<file path="src/rtl/jtag_ir_dr_path_if.sv">
// Signal bundle between the TAP controller side and the IR/DR data path.
// The controller strobes and serial input flow toward the data path. The
// TDO mux, the active instruction and the decoded selects flow back out.
interface jtag_ir_dr_path_if #(
    parameter int IR_W = 4
);
    logic            TDI;
    logic            clockir;
    logic            shiftir;
    logic            updateir;
    logic            clockdr;
    logic            shiftdr;
    logic            updatedr;
    logic            select;
    logic            bsr_tdo;
    logic            TDO;
    logic            tdo_en;
    logic [IR_W-1:0] instr;
    logic            sel_bypass;
    logic            sel_idcode;
    logic            sel_bsr;
    logic            bsr_mode;

    modport master (
        output TDI, clockir, shiftir, updateir, clockdr, shiftdr, updatedr,
               select, bsr_tdo,
        input  TDO, tdo_en, instr, sel_bypass, sel_idcode, sel_bsr, bsr_mode
    );

    modport slave (
        input  TDI, clockir, shiftir, updateir, clockdr, shiftdr, updatedr,
               select, bsr_tdo,
        output TDO, tdo_en, instr, sel_bypass, sel_idcode, sel_bsr, bsr_mode
    );
endinterface

</file>
<file path="src/rtl/jtag_ir_dr_path.sv">
// JTAG instruction register, instruction decoder, BYPASS and IDCODE data
// registers, and the TDO output mux. Runs entirely on TCK with a
// synchronous active-high TRST.
// Optional build macro IDCODE_EN: when defined, the 32-bit IDCODE register
// exists, OP_IDCODE selects it and it is the instruction after reset. When
// undefined, OP_IDCODE falls through to BYPASS and BYPASS is the reset
// instruction.
module jtag_ir_dr_path #(
    parameter int              IR_W       = 4,
    parameter logic [31:0]     IDCODE_VAL = 32'h1000_0001,
    parameter logic [IR_W-1:0] OP_EXTEST  = IR_W'(4'b0000),
    parameter logic [IR_W-1:0] OP_SAMPLE  = IR_W'(4'b0001),
    parameter logic [IR_W-1:0] OP_IDCODE  = IR_W'(4'b0010)
) (
    input logic              TCK,
    input logic              TRST,
    jtag_ir_dr_path_if.slave bus
);

    // Capture-IR pattern: the mandatory "01" in the two LSBs.
    localparam logic [IR_W-1:0] IR_CAPTURE = {{(IR_W-1){1'b0}}, 1'b1};
`ifdef IDCODE_EN
    localparam logic [IR_W-1:0] INSTR_RESET = OP_IDCODE;
`else
    localparam logic [IR_W-1:0] INSTR_RESET = {IR_W{1'b1}};
`endif

    logic [IR_W-1:0] ir_sr;
    logic [IR_W-1:0] instr_q;
    logic            byp;
    logic            sel_bypass_c;
    logic            sel_idcode_c;
    logic            sel_bsr_c;
    logic            bsr_mode_c;
    logic            tdo_c;

    // IR shift register and instruction latch; capture beats shift beats update.
    always_ff @(posedge TCK) begin
        if (TRST) begin
            ir_sr   <= IR_CAPTURE;
            instr_q <= INSTR_RESET;
        end else if (bus.clockir) begin
            ir_sr <= IR_CAPTURE;
        end else if (bus.shiftir) begin
            ir_sr <= {bus.TDI, ir_sr[IR_W-1:1]};
        end else if (bus.updateir) begin
            instr_q <= ir_sr;
        end
    end

    // Instruction decode: anything not explicitly recognised lands on BYPASS.
    always_comb begin
        sel_bypass_c = 1'b1;
        sel_idcode_c = 1'b0;
        sel_bsr_c    = 1'b0;
        bsr_mode_c   = 1'b0;
        if (instr_q == OP_EXTEST) begin
            sel_bypass_c = 1'b0;
            sel_bsr_c    = 1'b1;
            bsr_mode_c   = 1'b1;
        end else if (instr_q == OP_SAMPLE) begin
            sel_bypass_c = 1'b0;
            sel_bsr_c    = 1'b1;
        end
`ifdef IDCODE_EN
        else if (instr_q == OP_IDCODE) begin
            sel_bypass_c = 1'b0;
            sel_idcode_c = 1'b1;
        end
`endif
    end

    // BYPASS bit: only moves while BYPASS is the selected data register.
    always_ff @(posedge TCK) begin
        if (TRST) begin
            byp <= 1'b0;
        end else if (sel_bypass_c) begin
            if (bus.clockdr) begin
                byp <= 1'b0;
            end else if (bus.shiftdr) begin
                byp <= bus.TDI;
            end
        end
    end

`ifdef IDCODE_EN
    logic [31:0] id_sr;

    // IDCODE register: reloads on capture, shifts LSB first while selected.
    always_ff @(posedge TCK) begin
        if (TRST) begin
            id_sr <= IDCODE_VAL;
        end else if (sel_idcode_c) begin
            if (bus.clockdr) begin
                id_sr <= IDCODE_VAL;
            end else if (bus.shiftdr) begin
                id_sr <= {bus.TDI, id_sr[31:1]};
            end
        end
    end

    // TDO mux: IR when select is high, else the currently selected DR.
    always_comb begin
        tdo_c = byp;
        if (bus.select) begin
            tdo_c = ir_sr[0];
        end else if (sel_bsr_c) begin
            tdo_c = bus.bsr_tdo;
        end else if (sel_idcode_c) begin
            tdo_c = id_sr[0];
        end
    end
`else
    // IDCODE value and opcode have no consumer without the IDCODE register.
    logic unused_idcode_cfg;
    assign unused_idcode_cfg = ^{IDCODE_VAL, OP_IDCODE};

    // TDO mux: IR when select is high, else BSR or BYPASS.
    always_comb begin
        tdo_c = byp;
        if (bus.select) begin
            tdo_c = ir_sr[0];
        end else if (sel_bsr_c) begin
            tdo_c = bus.bsr_tdo;
        end
    end
`endif

    // Update-DR belongs to the external boundary-scan chain, not this block.
    logic unused_updatedr;
    assign unused_updatedr = bus.updatedr;

    assign bus.TDO        = tdo_c;
    assign bus.tdo_en     = bus.shiftir | bus.shiftdr;
    assign bus.instr      = instr_q;
    assign bus.sel_bypass = sel_bypass_c;
    assign bus.sel_idcode = sel_idcode_c;
    assign bus.sel_bsr    = sel_bsr_c;
    assign bus.bsr_mode   = bsr_mode_c;

endmodule

</file>
<file path="src/flat_wrapper.sv">
// flat-port wrapper written by rule: the top's interface ports become plain ports
module jtag_ir_dr_path_flat 
#(
    parameter int              IR_W       = 4,
    parameter logic [31:0]     IDCODE_VAL = 32'h1000_0001,
    parameter logic [IR_W-1:0] OP_EXTEST  = IR_W'(4'b0000),
    parameter logic [IR_W-1:0] OP_SAMPLE  = IR_W'(4'b0001),
    parameter logic [IR_W-1:0] OP_IDCODE  = IR_W'(4'b0010)
)
  (TCK, TRST, bus_TDI, bus_clockir, bus_shiftir, bus_updateir, bus_clockdr, bus_shiftdr, bus_updatedr, bus_select, bus_bsr_tdo, bus_TDO, bus_tdo_en, bus_instr, bus_sel_bypass, bus_sel_idcode, bus_sel_bsr, bus_bsr_mode);
  jtag_ir_dr_path_if #(.IR_W(IR_W)) bus_i ();
  input logic TCK;
  input logic TRST;
  input wire logic [$bits(bus_i.TDI)-1:0] bus_TDI;
  input wire logic [$bits(bus_i.clockir)-1:0] bus_clockir;
  input wire logic [$bits(bus_i.shiftir)-1:0] bus_shiftir;
  input wire logic [$bits(bus_i.updateir)-1:0] bus_updateir;
  input wire logic [$bits(bus_i.clockdr)-1:0] bus_clockdr;
  input wire logic [$bits(bus_i.shiftdr)-1:0] bus_shiftdr;
  input wire logic [$bits(bus_i.updatedr)-1:0] bus_updatedr;
  input wire logic [$bits(bus_i.select)-1:0] bus_select;
  input wire logic [$bits(bus_i.bsr_tdo)-1:0] bus_bsr_tdo;
  output wire logic [$bits(bus_i.TDO)-1:0] bus_TDO;
  output wire logic [$bits(bus_i.tdo_en)-1:0] bus_tdo_en;
  output wire logic [$bits(bus_i.instr)-1:0] bus_instr;
  output wire logic [$bits(bus_i.sel_bypass)-1:0] bus_sel_bypass;
  output wire logic [$bits(bus_i.sel_idcode)-1:0] bus_sel_idcode;
  output wire logic [$bits(bus_i.sel_bsr)-1:0] bus_sel_bsr;
  output wire logic [$bits(bus_i.bsr_mode)-1:0] bus_bsr_mode;
  assign bus_i.TDI = bus_TDI;
  assign bus_i.clockir = bus_clockir;
  assign bus_i.shiftir = bus_shiftir;
  assign bus_i.updateir = bus_updateir;
  assign bus_i.clockdr = bus_clockdr;
  assign bus_i.shiftdr = bus_shiftdr;
  assign bus_i.updatedr = bus_updatedr;
  assign bus_i.select = bus_select;
  assign bus_i.bsr_tdo = bus_bsr_tdo;
  assign bus_TDO = bus_i.TDO;
  assign bus_tdo_en = bus_i.tdo_en;
  assign bus_instr = bus_i.instr;
  assign bus_sel_bypass = bus_i.sel_bypass;
  assign bus_sel_idcode = bus_i.sel_idcode;
  assign bus_sel_bsr = bus_i.sel_bsr;
  assign bus_bsr_mode = bus_i.bsr_mode;
  jtag_ir_dr_path #(.IR_W(IR_W), .IDCODE_VAL(IDCODE_VAL), .OP_EXTEST(OP_EXTEST), .OP_SAMPLE(OP_SAMPLE), .OP_IDCODE(OP_IDCODE)) u_core (.TCK(TCK), .TRST(TRST), .bus(bus_i));
endmodule
</file>
<file path="config.mk">
export PLATFORM = sky130hd
export DESIGN_NAME = jtag_ir_dr_path_flat
export DESIGN_NICKNAME = d
export VERILOG_FILES = /design/src/rtl/jtag_ir_dr_path_if.sv /design/src/rtl/jtag_ir_dr_path.sv /design/src/flat_wrapper.sv
export SDC_FILE = /design/constraint.sdc
export NUM_CORES = 1
export LEC_CHECK = 0
export BUFFER_PORTS_ARGS = -buffer_cell sky130_fd_sc_hd__clkbuf_2
export CAP_MARGIN = 20
export CORE_AREA = 2 2 39 41
export CTS_BUF_LIST = sky130_fd_sc_hd__clkbuf_16
export CTS_CLUSTER_SIZE = 8
export DETAILED_ROUTE_END_ITERATION = 8
export DIE_AREA = 0 0 41 43
export GPL_TIMING_DRIVEN = 0
export PLACE_DENSITY = 0.59
export REMOVE_ABC_BUFFERS = 1
export SYNTH_ARGS = -nofsm -noshare
export SYNTH_HDL_FRONTEND = slang
export SYNTH_SLANG_ARGS = --single-unit
</file>
<file path="constraint.sdc">
create_clock -name TCK -period 2.84 [get_ports TCK]
set_clock_uncertainty 0.2 [all_clocks]
set_input_delay 0.568 -clock TCK [delete_from_list [all_inputs] [get_ports TCK]]
set_output_delay 0.568 -clock TCK [all_outputs]
set_load 0.01 [all_outputs]
</file>
==> impl_metrics.toml, run 1 <==
[run_status]
outcome = "completed"

[yosys]
synth_edf_count = 0
synthDistinctLibCells = 21
synth-seq-cells = 9
ys_seq_area_share_pct = 39.24
synthArstFlopShare_pct = 0
netlist_instances = 48
synth_common_cells = "dfxtp_1, inv_1, mux2i_1, nand4bb_1, o211ai_1"
synth_most_common_cell = "dfxtp_1"
synth_top_area_share_pct = 39.24
synth.avg_cell_area_um2 = 9.566
synth_flop_cell = "dfxtp_1"
synth.area.top_cells = "dfxtp_1, nand4bb_1, mux2i_1, o211ai_1, inv_1"
yosysWarnings = 0
syn-cell-area_um2 = 459.2
synth_top_area_cell = "dfxtp_1"

[timing]
finalSetupTns_ns = 0
fmax_mhz = 489.5
finalSetupViolCount = 0
hold-worst-slack_ns = 0.2805
hold_violations = 0
rsz0062_at_grt = "no"
maxSlewViolCount = 0
fin_crit_sh_pct = 71.93
fin_crit_ns = 2.043

[clock_tree]
clock_sinks = 9
clk_latency_ns = 0.23
holdBufCountCts = 0
cts_htree_levels = 1
cts_tree = "done"
ctsRootBufferMaster = "clkbuf_16"
clk_path_buf_depth = 2
ctsResizeCount = 0
cts_made_buffers = 3
clk_pin_slew_ns = 0.04
post_cts_buffers = 0

[final_layout]
layout-drive-gt1-share_pct = 35.82
diodes = 0
fin_cells = 83
fin_util_pct = 45.57
nets = 79
area_growth_pct = 37.33

[worst_setup_path]
crit_path_end_kind = "primary output"
critPathLaunchType = "flip-flop"
worstSetupPathType = "flip-flop to primary output"
arrival_ns = 1.27
worstPathMaxFanout = 6
worstPathRequired_ns = 2.07

[drt]
drc = 0
vias = 407
avgViaCountPerCell = 4.904
first_pass_iters = 3
routedWlPerCell_um = 11.05
drt_wl_total_um = 917
detail-route-antenna-nets = 0
drtIter0Drc = 5

[global_routing]
grt_pass1_wl_mm = 1.504
grt_max_degree = 11
grt_overflow_total = 0
antenna_found_initial = 0
grt_use_total_pct = 13.91
grt_pass1_vias = 349

[die]
core-area_um2 = 1384
die_w_um = 41
ios = 21
row_count = 14
die-area_um2 = 1763
start_util_pct = 33.18
die_h_um = 43

[flow_run]
drv_cap = 0

[placed_design]
dp_hpwl_um = 669.1
port_buffers = 18
dp_cells = 79
place.gp.congestion = 0.6893

[power_and_ir_drop]
p_leak_uw = 0.0002898
ir_worst_vdd_v = 0.0003926
p_per_area_nw_per_um2 = 657.3

[hold_path]
holdCritPathClass = "flip-flop to flip-flop"
layer usage:
| layer | share of wire (%) | up-vias | track usage (%) |
|---|---|---|---|
| met5 | 0 | - | 0 |
| met4 | 3.4 | 0 | 12.00 |
| met3 | 9.4 | 4 | 7.853 |
| met2 | 39 | 16 | 16.56 |
| met1 | 48 | 177 | 16.94 |
| li1 | - | 210 | - |
final cells by class:
type	instances	area, µm²
fill	143	753.2
multi-input combinational	30	239.0
inverter	6	22.52
tap	16	20.02
sequential	9	180.2
clock inverter	1	3.754
timing repair buffer	18	90.09
clock buffer	3	75.07
layout by cell type (no fill, tap or decap), drive strengths merged, types with 2 or more instances in the layout:
master / instances
nor2: 2
dfxtp: 9
mux2i: 4
inv: 7
o211ai: 4
nor3: 4
clkbuf: 21
nand2b: 2
o31a: 2
nand4bb: 4
stage by stage:
step                      setup slack (ns)  area, µm²  power [µW]
after global routing                0.7611      630.6       432.2
after detailed placement            0.8730      551.8       174.4
after floorplan                      1.068      441.7       155.6
after global placement              0.8765      551.8       174.1
after CTS                           0.7920      630.6       421.6
final                               0.7971      630.6       414.5
cell families after synthesis:
kind of cell	share of synthesized area [%]
other	0.8167
DFF	39.24
and+or+nand+nor	28.06
buffers and inverters	8.718
AOI/OAI and AO/OA	14.44
muxes	8.720
flip-flops by register name, indices dropped and copies added (netlist names):
name              cells
u_core.ir_sr          4
u_core.byp            1
u_core.bus.instr      4
critical path: stages, from the launching register on:
cell,delay [ns]
dfxtp_1,0.36
o31a_1,0.32
o31a_1,0.24
clkbuf_2,0.12
worst paths after layout:
| path | startpoint | endpoint | slack [ns] | depth (start not counted) |
|---|---|---|---|---|
| max reg2reg | u_core.bus.instr[2] | u_core.byp | 1.71 | 2 |
| min | u_core.byp | u_core.byp | 0.28 | 2 |
| min reg2reg | u_core.byp | u_core.byp | 0.28 | 2 |
| max | u_core.bus.instr[2] | bus_TDO | 0.80 | 3 |
report_power, final:
group          leakage (µW)  internal (µW)  switching (µW)  total, µW
registers         0.0000736            132            5.74        138
clock network     0.0000423            184            58.7        242
logic              0.000174           17.7            17.0       34.6
No activity file was read; power rests on OpenSTA's default activity.
==> inputs of run 2 (changes only) <==
PLACE_DENSITY = 0.61   (was 0.59)
clock period = 1.69 ns   (was 2.84 ns; I/O delays follow)
==> run 2 against run 1 <==
Against the previous run: the flow now finishes with violations (negative setup slack); via count fell by 1.2%; sequential share of layout area is 0.28 points higher; cell count unchanged; critical path depth is the same; global-route usage is 1.5 points lower; flip-flop and latch count did not move; non-clock buffer count is the same; count of clock-buffer cells in the layout is the same; total power rose by 67%; first-iteration DRC count shrank 20%; largest cell class unchanged.
==> impl_metrics.toml, run 2 (synthesis results as in run 1) <==
[run_status]
outcome = "finished with violations"
violations = "negative setup slack"

[flow_run]
drv_cap = 0

[placed_design]
place.gp.congestion = 0.7372
dp_slack_ns = 0.1317
post_dp_cell_area_um2 = 551.8
dp_hpwl_um = 707.1
port_buffers = 18
dp_cells = 79

[timing]
maxSlewViolCount = 0
setup_slack_ns = -0.08254
fin_crit_sh_pct = 104.9
rsz0062_at_grt = "yes"
fmax_mhz = 564.2
finalSetupViolCount = 1
hold_violations = 0
finalSetupTns_ns = -0.08254
fin_crit_ns = 1.773

[final_layout]
seqCellArea_um2 = 185.2
final_cell_mix = "clkbuf_2, inv_1, dfxtp_1"
multi_input_area_um2 = 245.2
layout-drive-gt1-share_pct = 40.30
final_common_cell = "clkbuf_2"
diodes = 0
finalInstanceArea_um2 = 641.9
n_fill_cell = 135
area_growth_pct = 39.78
nets = 79
fin_cells = 83

[drt]
drc = 0
avgViaCountPerCell = 4.843
first_pass_iters = 3
vias = 402
detail-route-antenna-nets = 0
routedWlPerCell_um = 11.37
drtIter0Drc = 4
drt_wl_total_um = 944

[worst_setup_path]
worstPathCellList = "o31a_1, o31a_1, clkbuf_2"
cp_slowest_cell = "dfxtp_2"
cpPeakStageDelay_ns = 0.34
worstPathRequired_ns = 1.15
critPathLaunchType = "flip-flop"
worstPathMaxFanout = 6
r2r_slack_ns = 0.58
worstSetupPathType = "flip-flop to primary output"
arrival_ns = 1.23
critical_path.most_common_cell = "o31a_1"
crit_path_end_kind = "primary output"

[clock_tree]
clock_sinks = 9
cts_made_buffers = 3
cts_tree = "done"
post_cts_buffers = 0
clk_pin_slew_ns = 0.04
cts_htree_levels = 1
ctsRootBufferMaster = "clkbuf_16"
clk_latency_ns = 0.23
holdBufCountCts = 0
clk_path_buf_depth = 2

[global_routing]
grt_use_total_pct = 12.37
grt_pass1_vias = 344
grt_overflow_total = 0
grt_max_degree = 11
grt_pass1_wl_mm = 1.407
antenna_found_initial = 0

[power_and_ir_drop]
comb_power_share_pct = 8.6
ir_worst_vdd_v = 0.0004803
sequentialPowerShare_pct = 33.4
p_per_area_nw_per_um2 = 1079
p_leak_uw = 0.0002903
p_switching_uw = 133.1
power_frac_clock_pct = 58.0
switching_share_pct = 19.23
p_int_uw = 559.3

[die]
start_util_pct = 33.18
row_count = 14
die-area_um2 = 1763
core-area_um2 = 1384
die_h_um = 43
die_w_um = 41
ios = 21

[hold_path]
holdCritPathClass = "input pin to flip-flop"
run 2: cell count changes in the layout (fill, tap and decap cells not counted):
cell / previous run / this run
dfxtp_1: 9 / 7
dfxtp_2: 0 / 1
dfxtp_4: 0 / 1
nor4b_1: 1 / 0
nor4b_2: 0 / 1
run 2: power groups by stage:
stage	Sequential, µW	Clock (µW)	Combinational, µW
after floorplan	235	0	27.0
after global placement	234	0	58.8
after detailed placement	234	0	59.3
after CTS	230	418	60.0
after global routing	232	423	65.7
final	231	402	59.4
run 2: worst max-delay path: cells and delay by family (launching register included):
kind	cells	cell delay [ns]
AOI/OAI and AO/OA	2	0.53
DFF	1	0.34
buffers and inverters	1	0.12
run 2: per-layer routing:
layer | vias to the layer above | wire (µm) | GRT usage [%]
li1 | 213 | - | -
met3 | 0 | 56 | 4.712
met2 | 14 | 466 | 18.44
met4 | 0 | 0 | 10.00
met5 | - | 0 | 0
met1 | 175 | 422 | 12.94
run 2: path summary, 6_finish.rpt:
path / startpoint / to / depth (start not counted)
max: u_core.bus.instr[3] / bus_TDO / 3
min: TRST / u_core.ir_sr[2] / 2
max reg2reg: u_core.bus.instr[2] / u_core.byp / 2
min reg2reg: u_core.byp / u_core.byp / 2
run 2: final cells by class:
cell class	count	share of cell area, %
Clock buffer	3	11.70
Sequential cell	9	28.85
Multi-Input combinational cell	30	38.21
Tap cell	16	3.119
Clock inverter	1	0.5848
Inverter	6	3.509
Timing Repair Buffer	18	14.04
run 2: through the flow:
| step | hold WS, ns | util [%] | power (µW) |
|---|---|---|---|
| 3_5_place_dp | 0.2773 | 39.87 | 293.4 |
| 4_1_cts | 0.1891 | 45.93 | 707.9 |
| 6_report | 0.1840 | 46.38 | 692.4 |
| 5_1_grt | 0.2041 | 46.38 | 720.7 |
| 3_3_place_gp | 0.2699 | 39.87 | 293.0 |
| 2_1_floorplan | 0.2148 | - | 261.5 |
run 2: timing repair:
action / in CTS / in global routing
pin swaps: 1 / 0
setup endpoints to repair: 2 / 2
gates resized for setup: 3 / 1
==> inputs of run 3 (changes only) <==
ABC_AREA = 1   (was unset)
PLACE_DENSITY = 0.58   (was 0.61)
==> run 3 against run 2 <==
Against the previous run: the run now ends clean; non-clock buffer count increased by 1; total power increased by 0.82%; sequential share of layout area increased by 0.66 points; critical path type unchanged; wire length increased by 0.21%; via count increased by 9.0%; global-route usage increased by 0.30 points; worst hold slack got worse by 0.013 ns; setup slack improved by 0.15 ns; sequential power about the same; core utilization decreased by 2.3 points; flip-flop and latch count unchanged; maximum frequency increased by 9.3%; critical endpoint unchanged.
==> impl_metrics.toml, run 3 <==
[drt]
vias = 438
drc = 0
drt_wl_total_um = 946
detail-route-antenna-nets = 0
avgViaCountPerCell = 4.380
drtIter0Drc = 6
routedWlPerCell_um = 9.460
first_pass_iters = 4

[timing]
finalSetupTns_ns = 0
fmax_mhz = 616.7
maxSlewViolCount = 0
setup_slack_ns = 0.06834
fin_crit_ns = 1.622
hold_violations = 0
fin_crit_sh_pct = 95.96
finalSetupViolCount = 0

[yosys]
synth_top_area_share_pct = 42.73
synth-seq-cells = 9
synth_top_area_cell = "dfxtp_1"
synthArstFlopShare_pct = 0
synth.area.top_cells = "dfxtp_1, nand2_1, nand3_1, inv_1, nor2_1"
netlist_instances = 62
synth_most_common_cell = "nand2_1"
yosysWarnings = 0
synth_edf_count = 0
synth_flop_cell = "dfxtp_1"
synth_common_cells = "nand2_1, dfxtp_1, inv_1"
synth.avg_cell_area_um2 = 6.801
ys_seq_area_share_pct = 42.73
syn-cell-area_um2 = 421.7
synthDistinctLibCells = 16

[clock_tree]
clk_path_buf_depth = 2
clock_sinks = 9
clk_pin_slew_ns = 0.04
cts_tree = "done"
ctsRootBufferMaster = "clkbuf_16"
cts_made_buffers = 3
clk_latency_ns = 0.23
holdBufCountCts = 0
cts_htree_levels = 1

[global_routing]
antenna_found_initial = 0
met3_usage_pct = 8.377
use_met1_pct = 13.59
grt_pass1_vias = 326
grt_pass1_wl_mm = 1.317
grt_max_degree = 7
grt_use_total_pct = 12.68
grt_overflow_total = 0
met2_usage_pct = 15.63
busiest_layer = "met2"

[placed_design]
dp_hpwl_um = 729.7
dp_slack_ns = 0.2821
port_buffers = 18
place.gp.congestion = 0.7476

[power_and_ir_drop]
p_leak_uw = 0.0003460
p_per_area_nw_per_um2 = 1143
ir_worst_vdd_v = 0.0006090

[worst_setup_path]
worstPathMaxFanout = 4
crit_path_end_kind = "primary output"
worstPathRequired_ns = 1.15
worstPathCellList = "nor2_2, nand2_2, nand2_1, nand3_1, nand2_1, buf_2"
cpPeakStageDelay_ns = 0.32
crit_family = "simple AND/OR/NAND/NOR gates"
r2r_slack_ns = 0.50
cp_slowest_cell = "dfxtp_1"
worstSetupPathType = "flip-flop to primary output"
reg2reg_to = "u_core.byp"
critPathLaunchType = "flip-flop"
reg2reg_depth = 5
arrival_ns = 1.08
startpoint = "u_core.bus.instr[3]"
r2r-start = "u_core.bus.instr[3]"
crit_buf_inv = 1
critical_path.most_common_cell = "nand2_1"

[hold_path]
min_from = "bus_shiftdr"
min_to = "u_core.byp"
holdCritPathClass = "input pin to flip-flop"
hold_depth = 3

[run_status]
outcome = "completed"

[final_layout]
n_fill_cell = 151
seqCellArea_um2 = 180.2
layout-drive-gt1-share_pct = 33.33
final_cell_mix = "nand2_1, clkbuf_2, inv_1, dfxtp_1, nand3_1"
nets = 96
diodes = 0
multi_input_area_um2 = 187.7
area_growth_pct = 44.81

[die]
die_h_um = 43
row_count = 14
core-area_um2 = 1384
die_w_um = 41
die-area_um2 = 1763
start_util_pct = 30.47
ios = 21

[flow_run]
drv_cap = 0
==> run 3: changes by cell type after synthesis, moves of 2 or more <==
| cell | previous run | this run |
|---|---|---|
| nand3_1 | 0 | 7 |
| o21ai_0 | 0 | 2 |
| nor2_1 | 2 | 5 |
| nand2_1 | 1 | 17 |
| mux2i_1 | 4 | 0 |
| o211ai_1 | 4 | 0 |
| nand4bb_1 | 4 | 0 |
| nand2b_1 | 2 | 0 |
| inv_2 | 0 | 2 |
| o31a_1 | 2 | 0 |
| a21oi_1 | 0 | 3 |
| inv_1 | 6 | 9 |
| nor3_1 | 3 | 0 |
==> run 3: how the worst max path moves through the flow <==
stage                          to  cells past startpoint
after floorplan           bus_TDO                      5
after global placement    bus_TDO                      6
after detailed placement  bus_TDO                      6
after CTS                 bus_TDO                      6
after global routing      bus_TDO                      6
final                     bus_TDO                      6
==> run 3: per-layer routing <==
metal	share of wire, %	routed length [µm]
met4	4.5	43
met1	42	393
met3	9.0	85
met2	45	423
met5	0	0
==> run 3: where the power goes <==
group,switching (µW),total (µW),internal (µW)
Sequential,7.48,231,224
Combinational,35.0,60.8,25.8
Clock,97.6,406,309
Total,140,698,558
==> run 3: worst min-delay path, cell delays in order <==
cell and delay [ns]:
clkbuf_2 0.10, a21oi_1 0.06, nor2_1 0.07
==> run 3: timing repair <==
action	4_1_cts	5_1_grt
buffers inserted	0	1
gates resized for setup	0	1
endpoints found under the setup margin	0	1
==> run 3: final cells by class <==
cell class / count / area share, %
clock buffer: 3 / 12.30
clock inverter: 1 / 0.6148
inverter: 12 / 7.582
sequential: 9 / 29.51
timing repair buffer: 19 / 15.98
multi-input combinational: 40 / 30.74
tap: 16 / 3.279
==> run 3: logic make-up (layout without fill, tap and decap cells) <==
family / count (synthesis) / after routing / share of synthesized area [%]
buffers and inverters: 13 / 35 / 12.76
AND/OR/NAND/NOR: 33 / 33 / 36.50
flip-flops: 9 / 9 / 42.73
other: 1 / 1 / 0.8894
AO/OA/AOI/OAI: 6 / 6 / 7.120
==> run 3: metrics by stage <==
step	util [%]	cell area, µm²	cells	power (µW)	hold WS [ns]
2_1_floorplan	-	414.1	61	267.3	0.2289
3_3_place_gp	37.88	524.3	95	294.6	0.2553
3_5_place_dp	37.88	524.3	95	295.3	0.2555
4_1_cts	43.58	603.1	99	708.1	0.1706
5_1_grt	44.12	610.6	100	743.6	0.1793
6_report	44.12	610.6	100	698.1	0.1714
